## config.mk

```make
export PLATFORM = sky130hd
export DESIGN_NAME = rotleft_seq_flat
export DESIGN_NICKNAME = d
export VERILOG_FILES = /design/src/rtl/rot_pkg.sv /design/src/rtl/rotleft_seq_if.sv /design/src/rtl/rotleft_step.sv /design/src/rtl/rotleft_seq.sv /design/src/flat_wrapper.sv
export SDC_FILE = /design/constraint.sdc
export NUM_CORES = 1
export LEC_CHECK = 0
export CAP_MARGIN = 20
export CELL_PAD_IN_SITES_DETAIL_PLACEMENT = 1
export CELL_PAD_IN_SITES_GLOBAL_PLACEMENT = 1
export CORE_MARGIN = 2
export CORE_UTILIZATION = 37
export DETAILED_ROUTE_END_ITERATION = 10
export PLACE_DENSITY_LB_ADDON = 0.1
export SYNTH_ARGS = -nofsm -noshare
export SYNTH_HDL_FRONTEND = slang
export SYNTH_HIERARCHICAL = 1
export SYNTH_SLANG_ARGS = --single-unit
```

## constraint.sdc

```tcl
create_clock -name clk -period 2.55 [get_ports clk]
set_clock_uncertainty 0.1 [all_clocks]
set_input_delay 0.51 -clock clk [delete_from_list [all_inputs] [get_ports clk]]
set_output_delay 0.51 -clock clk [all_outputs]
set_load 0.02 [all_outputs]
```

## src/rtl/rot_pkg.sv

```systemverilog
// Shared constants and types for the sequential left-rotate unit.
// Holds word width default, FSM state enum and the byte step size.
package rot_pkg;

    localparam int ROT_WIDTH  = 32;
    localparam int STEP_BYTES = 8;

    typedef enum logic [1:0] {
        IDLE = 2'd0,
        BUSY = 2'd1,
        DONE = 2'd2
    } state_t;

endpackage

```

## src/rtl/rotleft_seq_if.sv

```systemverilog
// Request/result handshake bundle for rotleft_seq.
// slave: in_valid/in_data/in_amt/out_ready in; in_ready/out_valid/out_data/busy out.
interface rotleft_seq_if
    import rot_pkg::*;
#(
    parameter int WIDTH = ROT_WIDTH
) ();

    localparam int AW = $clog2(WIDTH);

    logic             in_valid;
    logic             in_ready;
    logic [WIDTH-1:0] in_data;
    logic [AW-1:0]    in_amt;
    logic             out_valid;
    logic             out_ready;
    logic [WIDTH-1:0] out_data;
    logic             busy;

    modport slave (
        input  in_valid,
        input  in_data,
        input  in_amt,
        input  out_ready,
        output in_ready,
        output out_valid,
        output out_data,
        output busy
    );

    modport master (
        output in_valid,
        output in_data,
        output in_amt,
        output out_ready,
        input  in_ready,
        input  out_valid,
        input  out_data,
        input  busy
    );

endinterface

```

## src/rtl/rotleft_step.sv

```systemverilog
// Combinational single step of the left rotate: by 1 bit, or by 8 bits
// when ROTLEFT_SEQ_BYTE_STEP_EN is defined and big is set.
// Ports: din (word), big (byte step select, macro only), dout (rotated).
module rotleft_step
    import rot_pkg::*;
#(
    parameter int WIDTH = ROT_WIDTH
) (
    input  logic [WIDTH-1:0] din,
`ifdef ROTLEFT_SEQ_BYTE_STEP_EN
    input  logic             big,
`endif
    output logic [WIDTH-1:0] dout
);

    logic [WIDTH-1:0] bit_rot;

    assign bit_rot = {din[WIDTH-2:0], din[WIDTH-1]};

`ifdef ROTLEFT_SEQ_BYTE_STEP_EN
    logic [WIDTH-1:0] byte_rot;

    // A byte rotate of an 8-bit word is the identity.
    if (WIDTH > STEP_BYTES) begin : g_byte
        assign byte_rot = {din[WIDTH-STEP_BYTES-1:0],
                           din[WIDTH-1 -: STEP_BYTES]};
    end else begin : g_ident
        assign byte_rot = din;
    end

    assign dout = big ? byte_rot : bit_rot;
`else
    assign dout = bit_rot;
`endif

endmodule

```

## src/rtl/rotleft_seq.sv

```systemverilog
// Sequential left rotate: one request at a time, rotated in 1-bit steps
// (8-bit steps too when ROTLEFT_SEQ_BYTE_STEP_EN is defined).
// Ports: clk, rst_n (async, active-low), bus (rotleft_seq_if.slave).
module rotleft_seq
    import rot_pkg::*;
#(
    parameter int WIDTH = ROT_WIDTH
) (
    input  logic          clk,
    input  logic          rst_n,
    rotleft_seq_if.slave  bus
);

    localparam int AW = $clog2(WIDTH);

    state_t           state_q;
    state_t           state_d;
    logic [WIDTH-1:0] work_q;
    logic [WIDTH-1:0] work_d;
    logic [WIDTH-1:0] step_out;
    logic [AW-1:0]    rem_q;
    logic [AW-1:0]    rem_d;
    logic [AW-1:0]    step_amt;

`ifdef ROTLEFT_SEQ_BYTE_STEP_EN
    logic big;

    // int compare so the test also works when AW cannot hold 8.
    assign big      = int'(rem_q) >= STEP_BYTES;
    assign step_amt = big ? AW'(STEP_BYTES) : AW'(1);
`else
    assign step_amt = AW'(1);
`endif

    rotleft_step #(
        .WIDTH (WIDTH)
    ) u_step (
        .din  (work_q),
`ifdef ROTLEFT_SEQ_BYTE_STEP_EN
        .big  (big),
`endif
        .dout (step_out)
    );

    always_ff @(posedge clk or negedge rst_n) begin
        if (!rst_n) begin
            state_q <= IDLE;
            work_q  <= '0;
            rem_q   <= '0;
        end else begin
            state_q <= state_d;
            work_q  <= work_d;
            rem_q   <= rem_d;
        end
    end

    always_comb begin
        state_d = state_q;
        work_d  = work_q;
        rem_d   = rem_q;
        unique case (state_q)
            IDLE: begin
                if (bus.in_valid) begin
                    work_d  = bus.in_data;
                    rem_d   = bus.in_amt;
                    state_d = (bus.in_amt == '0) ? DONE : BUSY;
                end
            end
            BUSY: begin
                work_d = step_out;
                rem_d  = rem_q - step_amt;
                if (rem_q == step_amt) begin
                    state_d = DONE;
                end
            end
            DONE: begin
                // Returning to IDLE here keeps accept off this edge.
                if (bus.out_ready) begin
                    state_d = IDLE;
                end
            end
            default: state_d = IDLE;
        endcase
    end

    assign bus.in_ready  = (state_q == IDLE);
    assign bus.out_valid = (state_q == DONE);
    assign bus.busy      = (state_q != IDLE);
    assign bus.out_data  = work_q;

endmodule
```

## src/flat_wrapper.sv

```systemverilog
// flat-port wrapper written by rule: the top's interface ports become plain ports
module rotleft_seq_flat import rot_pkg::*;
#(
    parameter int WIDTH = ROT_WIDTH
)
  (clk, rst_n, bus_in_valid, bus_in_data, bus_in_amt, bus_out_ready, bus_in_ready, bus_out_valid, bus_out_data, bus_busy);
  rotleft_seq_if #(.WIDTH(WIDTH)) bus_i ();
  input  logic clk;
  input  logic rst_n;
  input wire logic [$bits(bus_i.in_valid)-1:0] bus_in_valid;
  input wire logic [$bits(bus_i.in_data)-1:0] bus_in_data;
  input wire logic [$bits(bus_i.in_amt)-1:0] bus_in_amt;
  input wire logic [$bits(bus_i.out_ready)-1:0] bus_out_ready;
  output wire logic [$bits(bus_i.in_ready)-1:0] bus_in_ready;
  output wire logic [$bits(bus_i.out_valid)-1:0] bus_out_valid;
  output wire logic [$bits(bus_i.out_data)-1:0] bus_out_data;
  output wire logic [$bits(bus_i.busy)-1:0] bus_busy;
  assign bus_i.in_valid = bus_in_valid;
  assign bus_i.in_data = bus_in_data;
  assign bus_i.in_amt = bus_in_amt;
  assign bus_i.out_ready = bus_out_ready;
  assign bus_in_ready = bus_i.in_ready;
  assign bus_out_valid = bus_i.out_valid;
  assign bus_out_data = bus_i.out_data;
  assign bus_busy = bus_i.busy;
  rotleft_seq #(.WIDTH(WIDTH)) u_core (.clk(clk), .rst_n(rst_n), .bus(bus_i));
endmodule
```

==> results of run 1 <==
==> cells by family (layout without fill, tap and decap cells) <==
kind of cell             count (synthesis)  after routing
AND/OR/NAND/NOR                         57             57
buffers and inverters                   49             92
AO/OA/AOI/OAI                           47             47
flip-flops                              39             39
multiplexers                            32             32
adder cells (fa/ha/maj)                  2              2
XOR/XNOR                                 1              1
==> power breakdown <==
part           leakage (nW)  total, W  internal, W  switching [W]
Sequential            0.473   0.00121     0.000942       0.000271
Clock                0.0612  0.000541     0.000317       0.000225
Combinational         0.741   0.00219      0.00107        0.00112
Total                  1.27   0.00395      0.00233        0.00162
==> metrics by stage <==
step | power (W) | util, % | cell area, um^2
3_5_place_dp | 0.00346 | 47.4 | 2790
5_1_grt | 0.00426 | 49.4 | 2910
4_1_cts | 0.00402 | 49.4 | 2910
3_3_place_gp | 0.00341 | 47.4 | 2790
2_1_floorplan | 0.00301 | - | 2250
6_report | 0.00395 | 49.4 | 2910
==> synth_stat cells <==
master	instances	area share, %
o21ai_1	34	7.6
a31o_1	1	0.39
nand3b_1	1	0.33
nor3_1	1	0.22
nor3b_1	4	1.3
ha_1	2	1.1
a211oi_1	1	0.33
nor2b_1	2	0.56
or3_1	3	0.84
nor4b_1	1	0.39
clkbuf_1	3	0.50
o21ba_1	1	0.45
and2b_4	1	0.45
o21bai_2	1	0.50
nor4bb_1	1	0.45
inv_1	4	0.67
nor2_1	6	1.0
nand2_1	35	5.8
a22oi_1	1	0.33
a21oi_1	5	1.1
dfrtp_1	39	43
xnor2_1	1	0.39
o211ai_1	1	0.33
a221oi_2	1	0.67
buf_12	4	3.6
nand3_1	1	0.22
a31oi_1	1	0.28
buf_2	5	1.1
buf_4	33	11
nand2b_1	1	0.28
mux2i_1	32	14
==> flip-flops by register name, indices dropped and copies added (netlist names) <==
signal and count:
u_core/bus.out_data 32, u_core/state_q 2, u_core/rem_q 5
==> per-layer routing <==
layer	vias up	global-route usage, %	share of wire, %
li1	823	-	-
met1	818	19.8	45
met2	47	26.6	49
met4	0	5.50	1.2
met5	-	0	0
met3	5	3.52	5.1
==> worst max-delay path: stages, from the launching register on <==
cell	delay [ns]
dfrtp_1	0.51
nor2_1	0.28
clkdlybuf4s50_1	0.66
==> worst paths after layout <==
path / end / cells past startpoint / slack (ns) / start
setup / recovery: bus_in_ready / 2 / 0.20 / u_core/state_q[1]
hold / removal: u_core/rem_q[2] / 2 / 0.07 / rst_n
setup reg to reg: u_core/bus.out_data[5] / 4 / 0.72 / u_core/state_q[1]
hold reg to reg: u_core/bus.out_data[29] / 2 / 0.42 / u_core/bus.out_data[29]
max in group asynchronous: u_core/bus.out_data[24] / 2 / 2.08 / rst_n
min in group clk: u_core/bus.out_data[29] / 2 / 0.42 / u_core/bus.out_data[29]
==> layout by cell type (no fill, tap or decap), types with 3 or more instances in the layout <==
| cell type | n |
|---|---|
| dfrtp_1 | 39 |
| nor2_1 | 6 |
| inv_1 | 4 |
| a21oi_1 | 5 |
| clkbuf_8 | 6 |
| clkdlybuf4s50_1 | 74 |
| o21ai_1 | 34 |
| nor3b_1 | 4 |
| nand2_1 | 35 |
| or3_1 | 3 |
| mux2i_1 | 32 |
| buf_4 | 3 |
==> final cells by class <==
cell class / count / share of cell area [%]
flip-flops and latches: 39 / 33.5
multi-input cells: 139 / 30.9
repair buffers: 80 / 27.8
well taps: 75 / 3.23
clock buffers: 6 / 2.84
clock inverters: 2 / 1.20
inverters: 4 / 0.516
==> reports/results.ini, run 1 <==
[outcome]
outcome = completed

[pwr]
peakVddDrop_uv = 469
p_leak_nw = 1.27
powerDensity_nw_per_um2 = 1360

[sta]
hold_viol_final = 0
post-route-period-util_pct = 92.3
relSlewSlack_pct = 72.6
timing.hold.ws_ns = 0.0715
setup_viol = 0
worst_slack_ns = 0.197
slew_violations = 0
worst_pin_slew_ns = 0.405
grt_setup_unrepaired = no
max_freq_mhz = 425
fin_setup_tns_ns = 0
period_minus_slack_ns = 2.35

[die]
start_util_pct = 38.2
die_w_um = 81.9
row_count = 28
io_pins = 76
dieArea_um2 = 6710
fp.dieH_um = 81.9
placeableCoreArea_um2 = 5890

[yosys]
yosys.area_share.simple_pct = 11.9
synthAdderAreaFrac_pct = 1.11
synth_compound_area_share_pct = 12.0
ys_ff_latch = 39
synth_xor_area_share_pct = 0.390
synth_top_family_by_area = buffers and inverters
synth_mux_area_share_pct = 14.3
synth_nets = 270
avgSynthCellArea_um2 = 9.89
syn-cell-area_um2 = 2250
syn-instance-count = 227
yosys_warnings = 6
synth.distinct_cells = 31
yosysSeqAreaShare_pct = 43.5

[layout]
multiInputGateArea_um2 = 898
area_delta_synth_final_pct = 29.5
layout.cells.non_filler = 345
drive_gt1_share_pct = 6.30
final_nets = 312
nFillCells = 670
seqCellArea_um2 = 976
diodes = 0

[detailed_routing]
wl_mm = 4.97
vias = 1693
detail_route.wl_per_cell_um = 14.4
drc_errors = 0
drtAntennaViolNets = 0
initialDrtViolationCount = 75
firstDrtPassIters = 4
viasPerCell = 4.91

[critical_path]
crit_fanout = 12
end_kind = primary output
cp.arrival_ns = 1.74
required_ns = 1.94
criticalPathCategory = reg -> out
start_kind = register

[job]
cap_viol_max_count = 0

[global_route]
grt-ovfl-total = 0
grt_pass1_vias = 1669
grt_max_degree = 40
antenna_found_initial = 0
grt_pass1_wl_mm = 8.00
grt_usage_pct = 15.7

[cts]
ctsResizeCount = 0
clock-sinks = 39
tritoncts = built
htree_levels = 2
cts.path.max_buffers = 2
cts_buffers = 5
root_buffer = clkbuf_8
cts_setup_buffers = 0
clk_pin_slew_ns = 0.08
cts_hold_buf = 0
insertion_delay_ns = 0.29

[placed_design]
port_buffers = 75
globalplace.congestion = 0.778
dp_cells = 337
dp_hpwl_mm = 3.55
pre_cts_ws_ns = 0.469

[hold_path]
hold_class = in -> async

Power figures use the tool's default switching activity.
==> run 2, diff against run 1 <==
--- a/config.mk
+++ b/config.mk
@@ -5,12 +5,14 @@
 export SDC_FILE = /design/constraint.sdc
 export NUM_CORES = 1
 export LEC_CHECK = 0
-export CAP_MARGIN = 20
+export CAP_MARGIN = 40
 export CELL_PAD_IN_SITES_DETAIL_PLACEMENT = 1
 export CELL_PAD_IN_SITES_GLOBAL_PLACEMENT = 1
 export CORE_MARGIN = 2
-export CORE_UTILIZATION = 37
+export CORE_UTILIZATION = 38
+export CTS_BUF_LIST = sky130_fd_sc_hd__clkbuf_4
 export DETAILED_ROUTE_END_ITERATION = 10
+export MAX_ROUTING_LAYER = met4
 export PLACE_DENSITY_LB_ADDON = 0.1
 export SYNTH_ARGS = -nofsm -noshare
 export SYNTH_HDL_FRONTEND = slang
==> run 2 against run 1 <==
Net effect: sequential cell count unchanged; clock power down 25%; sequential power about the same; sequential share of layout area up 0.62 points; critical path type unchanged; wire length down 2.9%; utilization down 0.31 points; die area down 2.5%; combinational power about the same; non-clock buffer count unchanged; via count down 2.1%; design area down 1.8%; register-to-register slack worse by 0.05 ns.
==> reports/results.ini, run 2 (synthesis results as in run 1) <==
[layout]
area_delta_synth_final_pct = 27.2
diodes = 0  ; unchanged
final_nets = 312  ; unchanged
final_cell_mix = 74 x clkdlybuf4s50_1, 39 x dfrtp_1, 35 x nand2_1
nFillCells = 668  ; -0.30%
largest_reg_flops = 32  ; unchanged
drive_gt1_share_pct = 6.32  ; +0.023 points
finalInstanceArea_um2 = 2860  ; -1.8%
final_common_cell = clkdlybuf4s50_1
post-route-util_pct = 49.1  ; -0.31 points

[detailed_routing]
detail_route.wl_per_cell_um = 14.0  ; -2.6%
wl_mm = 4.83  ; -2.9%
initialDrtViolationCount = 67  ; -11%
firstDrtPassIters = 4  ; unchanged
drtAntennaViolNets = 0  ; unchanged
drc_errors = 0  ; unchanged
viasPerCell = 4.82  ; -1.8%
vias = 1658  ; -2.1%

[pwr]
p_leak_nw = 1.25  ; -1.9%
design_power_total_w = 0.00379  ; -3.9%
peakVddDrop_uv = 872  ; +86%
powerDensity_nw_per_um2 = 1330  ; -2.1%

[placed_design]
port_buffers = 75  ; unchanged
globalplace.congestion = 0.739  ; -5.0%
dp_hpwl_mm = 3.62  ; +1.9%
placed_area_um2 = 2780  ; -0.45%

[cts]
htree_levels = 2  ; unchanged
clk_pin_slew_ns = 0.11  ; +0.03 ns
cts_buffers = 5  ; unchanged
insertion_delay_ns = 0.33  ; +0.04 ns
cts_setup_buffers = 0  ; unchanged
tritoncts = built
root_buffer = clkbuf_4
cts.path.max_buffers = 2  ; unchanged
clock-sinks = 39  ; unchanged

[sta]
worst_pin_slew_ns = 0.458  ; +0.0531 ns
slew_violations = 0  ; unchanged
period_minus_slack_ns = 2.37  ; +0.0191 ns
relSlewSlack_pct = 69.4  ; -3.2 points
max_freq_mhz = 421  ; -0.81%
hold_viol_final = 0  ; unchanged
fin_setup_tns_ns = 0  ; unchanged
setup_viol = 0  ; unchanged
post-route-period-util_pct = 93.0  ; +0.75 points
grt_setup_unrepaired = no

[critical_path]
criticalPathCategory = reg -> out
cp.arrival_ns = 1.76  ; +0.02 ns
crit_fanout = 13  ; +1
end_kind = primary output
start_kind = register
required_ns = 1.94  ; about the same

[job]
cap_viol_max_count = 0  ; unchanged

[global_route]
grt_usage_pct = 16.1  ; +0.33 points
grt_pass1_vias = 1684  ; +0.90%
grt_max_degree = 33  ; -18%
grt-ovfl-total = 0  ; unchanged
antenna_found_initial = 0  ; unchanged
grt_pass1_wl_mm = 7.90  ; -1.3%

[die]
row_count = 28  ; unchanged
dieArea_um2 = 6540  ; -2.5%
io_pins = 76  ; unchanged
die_w_um = 80.9  ; -1.3%
placeableCoreArea_um2 = 5820  ; -1.2%
start_util_pct = 38.6  ; +0.46 points
fp.dieH_um = 80.9  ; -1.3%

[outcome]
outcome = completed

[hold_path]
hold_class = in -> async

run 2: where the power goes:
group | internal [W] | total (W) | switching (W)
Clock | 0.000213 | 0.000406 | 0.000193
Sequential | 0.000939 | 0.00122 | 0.000286
Combinational | 0.00106 | 0.00216 | 0.00110
Total | 0.00221 | 0.00379 | 0.00158
run 2: final timing paths:
check | startpoint | end | slack [ns] | cells after the start
max in group asynchronous | rst_n | u_core/bus.out_data[17] | 1.80 | 2
min | rst_n | u_core/bus.out_data[11] | 0.009 | 1
max | u_core/state_q[0] | bus_in_ready | 0.18 | 2
min in group clk | u_core/bus.out_data[28] | u_core/bus.out_data[28] | 0.42 | 2
max reg2reg | u_core/state_q[0] | u_core/bus.out_data[31] | 0.67 | 4
min reg2reg | u_core/bus.out_data[28] | u_core/bus.out_data[28] | 0.42 | 2
run 2: critical path, stage by stage (launching register included):
cell and delay [ns]:
dfrtp_1 0.56, nor2_2 0.24, clkdlybuf4s50_1 0.63
run 2: what timing repair did:
item	4_1_cts	5_1_grt
resized for setup	0	1
setup endpoints to repair	0	1
hold buffers	0	0
run 2: metrics by stage:
step / worst slack, ns / hold slack, ns / std cells
after global routing: 0.0537 / 0.00832 / 344
after detailed placement: 0.494 / 0.392 / 337
final: 0.177 / 0.00943 / 344
after global placement: 0.523 / 0.386 / 337
after floorplan: 0.772 / 0.114 / 227
after CTS: 0.106 / 0.0126 / 344
run 2: final cells by class:
class | instances | area, um^2 | area share, %
sequential | 39 | 976 | 34.2
inverter | 4 | 15.0 | 0.526
tap | 75 | 93.8 | 3.29
timing repair buffer | 80 | 796 | 27.9
clock inverter | 1 | 30.0 | 1.05
multi-input combinational | 139 | 901 | 31.5
clock buffer | 6 | 45.0 | 1.58
run 2: layer usage:
layer	wire, um	global-route usage [%]	share of wire [%]
met1	2310	21.3	48
met2	2240	24.6	46
met3	255	4.11	5.3
met4	26	4.07	0.54
met5	0	-	0
==> run 3, diff against run 2 <==
--- a/config.mk
+++ b/config.mk
@@ -6,7 +6,7 @@
 export NUM_CORES = 1
 export LEC_CHECK = 0
 export CAP_MARGIN = 40
-export CELL_PAD_IN_SITES_DETAIL_PLACEMENT = 1
+export CELL_PAD_IN_SITES_DETAIL_PLACEMENT = 0
 export CELL_PAD_IN_SITES_GLOBAL_PLACEMENT = 1
 export CORE_MARGIN = 2
 export CORE_UTILIZATION = 38
==> run 3 against run 2 <==
Net effect: non-clock buffer count is 1 higher; wire length down 6.6%; clock-buffer cell count rose by 1; sequential power is essentially flat; highest routed layer unchanged; global-route usage shrank 1.3 points; critical path depth unchanged; worst setup slack about the same; die area unchanged.
==> reports/results.ini, run 3 (synthesis results as in run 1) <==
[outcome]
outcome = completed

[layout]
final_common_cell = clkdlybuf4s50_1
final_nets = 313  ; +0.32%
diodes = 0  ; unchanged
drive_gt1_share_pct = 6.64  ; +0.32 points
final_cell_mix = 74 x clkdlybuf4s50_1, 39 x dfrtp_1, 35 x nand2_1
area_delta_synth_final_pct = 26.9
layout.cells.non_filler = 346  ; +0.58%
largest_reg_flops = 32  ; unchanged
nFillCells = 582  ; -13%
finalInstanceArea_um2 = 2850  ; -0.26%
multiInputGateArea_um2 = 901  ; unchanged
seqCellArea_um2 = 976  ; unchanged

[pwr]
p_switching_w = 0.00157  ; -0.91%
cellInternalPower_w = 0.00213  ; -3.8%
p_sw_share_pct = 42.4  ; +0.72 points
powerDensity_nw_per_um2 = 1300  ; -2.3%
p_leak_nw = 1.25  ; -0.12%
peakVddDrop_uv = 676  ; -22%
seq_power_share_pct = 33.0  ; +0.7 points
power_frac_comb_pct = 58.1  ; +1.1 points
p_clk_share_pct = 8.9  ; -1.8 points

[critical_path]
criticalPathCategory = reg -> out
r2r_end = u_core/bus.out_data[28]
end_kind = primary output
regToRegSetupSlack_ns = 0.70  ; +0.03 ns
critPathLaunch = u_core/state_q[0]
cp.arrival_ns = 1.76  ; about the same
r2r_cells = 4  ; unchanged
start_kind = register
required_ns = 1.94  ; about the same
r2r_start = u_core/state_q[0]
crit_fanout = 13  ; unchanged

[detailed_routing]
vias = 1635  ; -1.4%
drc_errors = 0  ; unchanged
viasPerCell = 4.73  ; -2.0%
initialDrtViolationCount = 87  ; +30%
detail_route.wl_per_cell_um = 13.0  ; -7.1%
firstDrtPassIters = 4  ; unchanged
drtAntennaViolNets = 0  ; unchanged
wl_mm = 4.51  ; -6.6%

[cts]
clock-sinks = 39  ; unchanged
cts.path.max_buffers = 2  ; unchanged
tritoncts = built
htree_levels = 2  ; unchanged
root_buffer = clkbuf_4
cts_setup_buffers = 0  ; unchanged
insertion_delay_ns = 0.35  ; +0.02 ns
clk_pin_slew_ns = 0.11  ; about the same
cts_buffers = 5  ; unchanged

[sta]
setup_viol = 0  ; unchanged
relSlewSlack_pct = 70.7  ; +1.3 points
fin_setup_tns_ns = 0  ; unchanged
worst_pin_slew_ns = 0.439  ; -0.0190 ns
grt_setup_unrepaired = no
slew_violations = 0  ; unchanged
period_minus_slack_ns = 2.37  ; -0.000112 ns
post-route-period-util_pct = 93.0  ; about the same
max_freq_mhz = 422  ; about the same
hold_viol_final = 0  ; unchanged

[global_route]
antenna_found_initial = 0  ; unchanged
grt_usage_pct = 14.8  ; -1.3 points
grt-ovfl-total = 0  ; unchanged
grt_pass1_wl_mm = 7.13  ; -9.7%
grt_pass1_vias = 1559  ; -7.4%
grt_max_degree = 33  ; unchanged

[hold_path]
hold_class = reg -> reg
min_path_cells = 2
worstHoldStart = u_core/bus.out_data[21]
min_to = u_core/bus.out_data[21]

[placed_design]
port_buffers = 75  ; unchanged
dp_cells = 337  ; unchanged
globalplace.congestion = 0.739  ; unchanged
dp_hpwl_mm = 3.32  ; -8.4%
placed_area_um2 = 2780  ; unchanged

[die]
fp.dieH_um = 80.9  ; unchanged
io_pins = 76  ; unchanged
die_w_um = 80.9  ; unchanged
placeableCoreArea_um2 = 5820  ; unchanged
dieArea_um2 = 6540  ; unchanged
start_util_pct = 38.6  ; unchanged
row_count = 28  ; unchanged

[job]
cap_viol_max_count = 0  ; unchanged

-- run 3: cell count changes in the layout (fill, tap and decap cells not counted) --
| cell | change |
|---|---|
| clkinv_2 | +1 |
| bufinv_16 | -1 |
| clkbuf_4 | +1 |
| dlygate4sd3_1 | +1 |
-- run 3: worst max-delay path by stage --
stage / depth (start not counted) / to / slack [ns]
finish: 2 / bus_in_ready / 0.18
global route: 2 / bus_in_ready / 0.06
CTS: 2 / bus_in_ready / 0.09
detailed placement: 2 / bus_in_ready / 0.50
global placement: 2 / bus_in_ready / 0.52
floorplan: 3 / bus_busy / 0.77
-- run 3: timing repair --
action | in CTS | in global routing
hold buffers | 1 | 0
resized for setup | 0 | 1
hold endpoints to repair | 17 | 0
setup endpoints to repair | 0 | 1
-- run 3: cell type report --
cell class,count,area share [%]
clock inverters,1,0.176
well taps,75,3.29
clock buffers,7,1.84
inverters,4,0.527
multi-input cells,139,31.6
flip-flops and latches,39,34.3
repair buffers,81,28.3
-- run 3: power groups by stage --
stage / registers, W / logic (W) / clock network [W]
floorplan: 0.00148 / 0.00153 / 0
global placement: 0.00123 / 0.00216 / 0
detailed placement: 0.00124 / 0.00218 / 0
CTS: 0.00123 / 0.00218 / 0.000350
global route: 0.00128 / 0.00234 / 0.000382
finish: 0.00122 / 0.00215 / 0.000329
-- run 3: layer usage --
metal | global-route usage (%) | routed length (um) | vias up
li1 | - | - | 827
met1 | 18.9 | 2180 | 754
met2 | 22.6 | 2030 | 48
met3 | 4.11 | 234 | 6
met4 | 5.08 | 67 | 0
met5 | - | 0 | -
-- run 3: through the flow --
| step | power (W) | hold slack [ns] | util (%) | worst slack [ns] |
|---|---|---|---|---|
| after global placement | 0.00339 | 0.386 | 47.8 | 0.523 |
| after detailed placement | 0.00342 | 0.379 | 47.8 | 0.500 |
| after global routing | 0.00400 | 0.464 | 49.0 | 0.0642 |
| final | 0.00370 | 0.421 | 49.0 | 0.178 |
| after floorplan | 0.00301 | 0.114 | - | 0.772 |
| after CTS | 0.00376 | 0.429 | 48.9 | 0.0943 |
-- run 3: worst max-delay path, cell delays in order (launching register included) --
cell and delay, ns:
dfrtp_1 0.55, nor2_2 0.23, clkdlybuf4s50_1 0.63
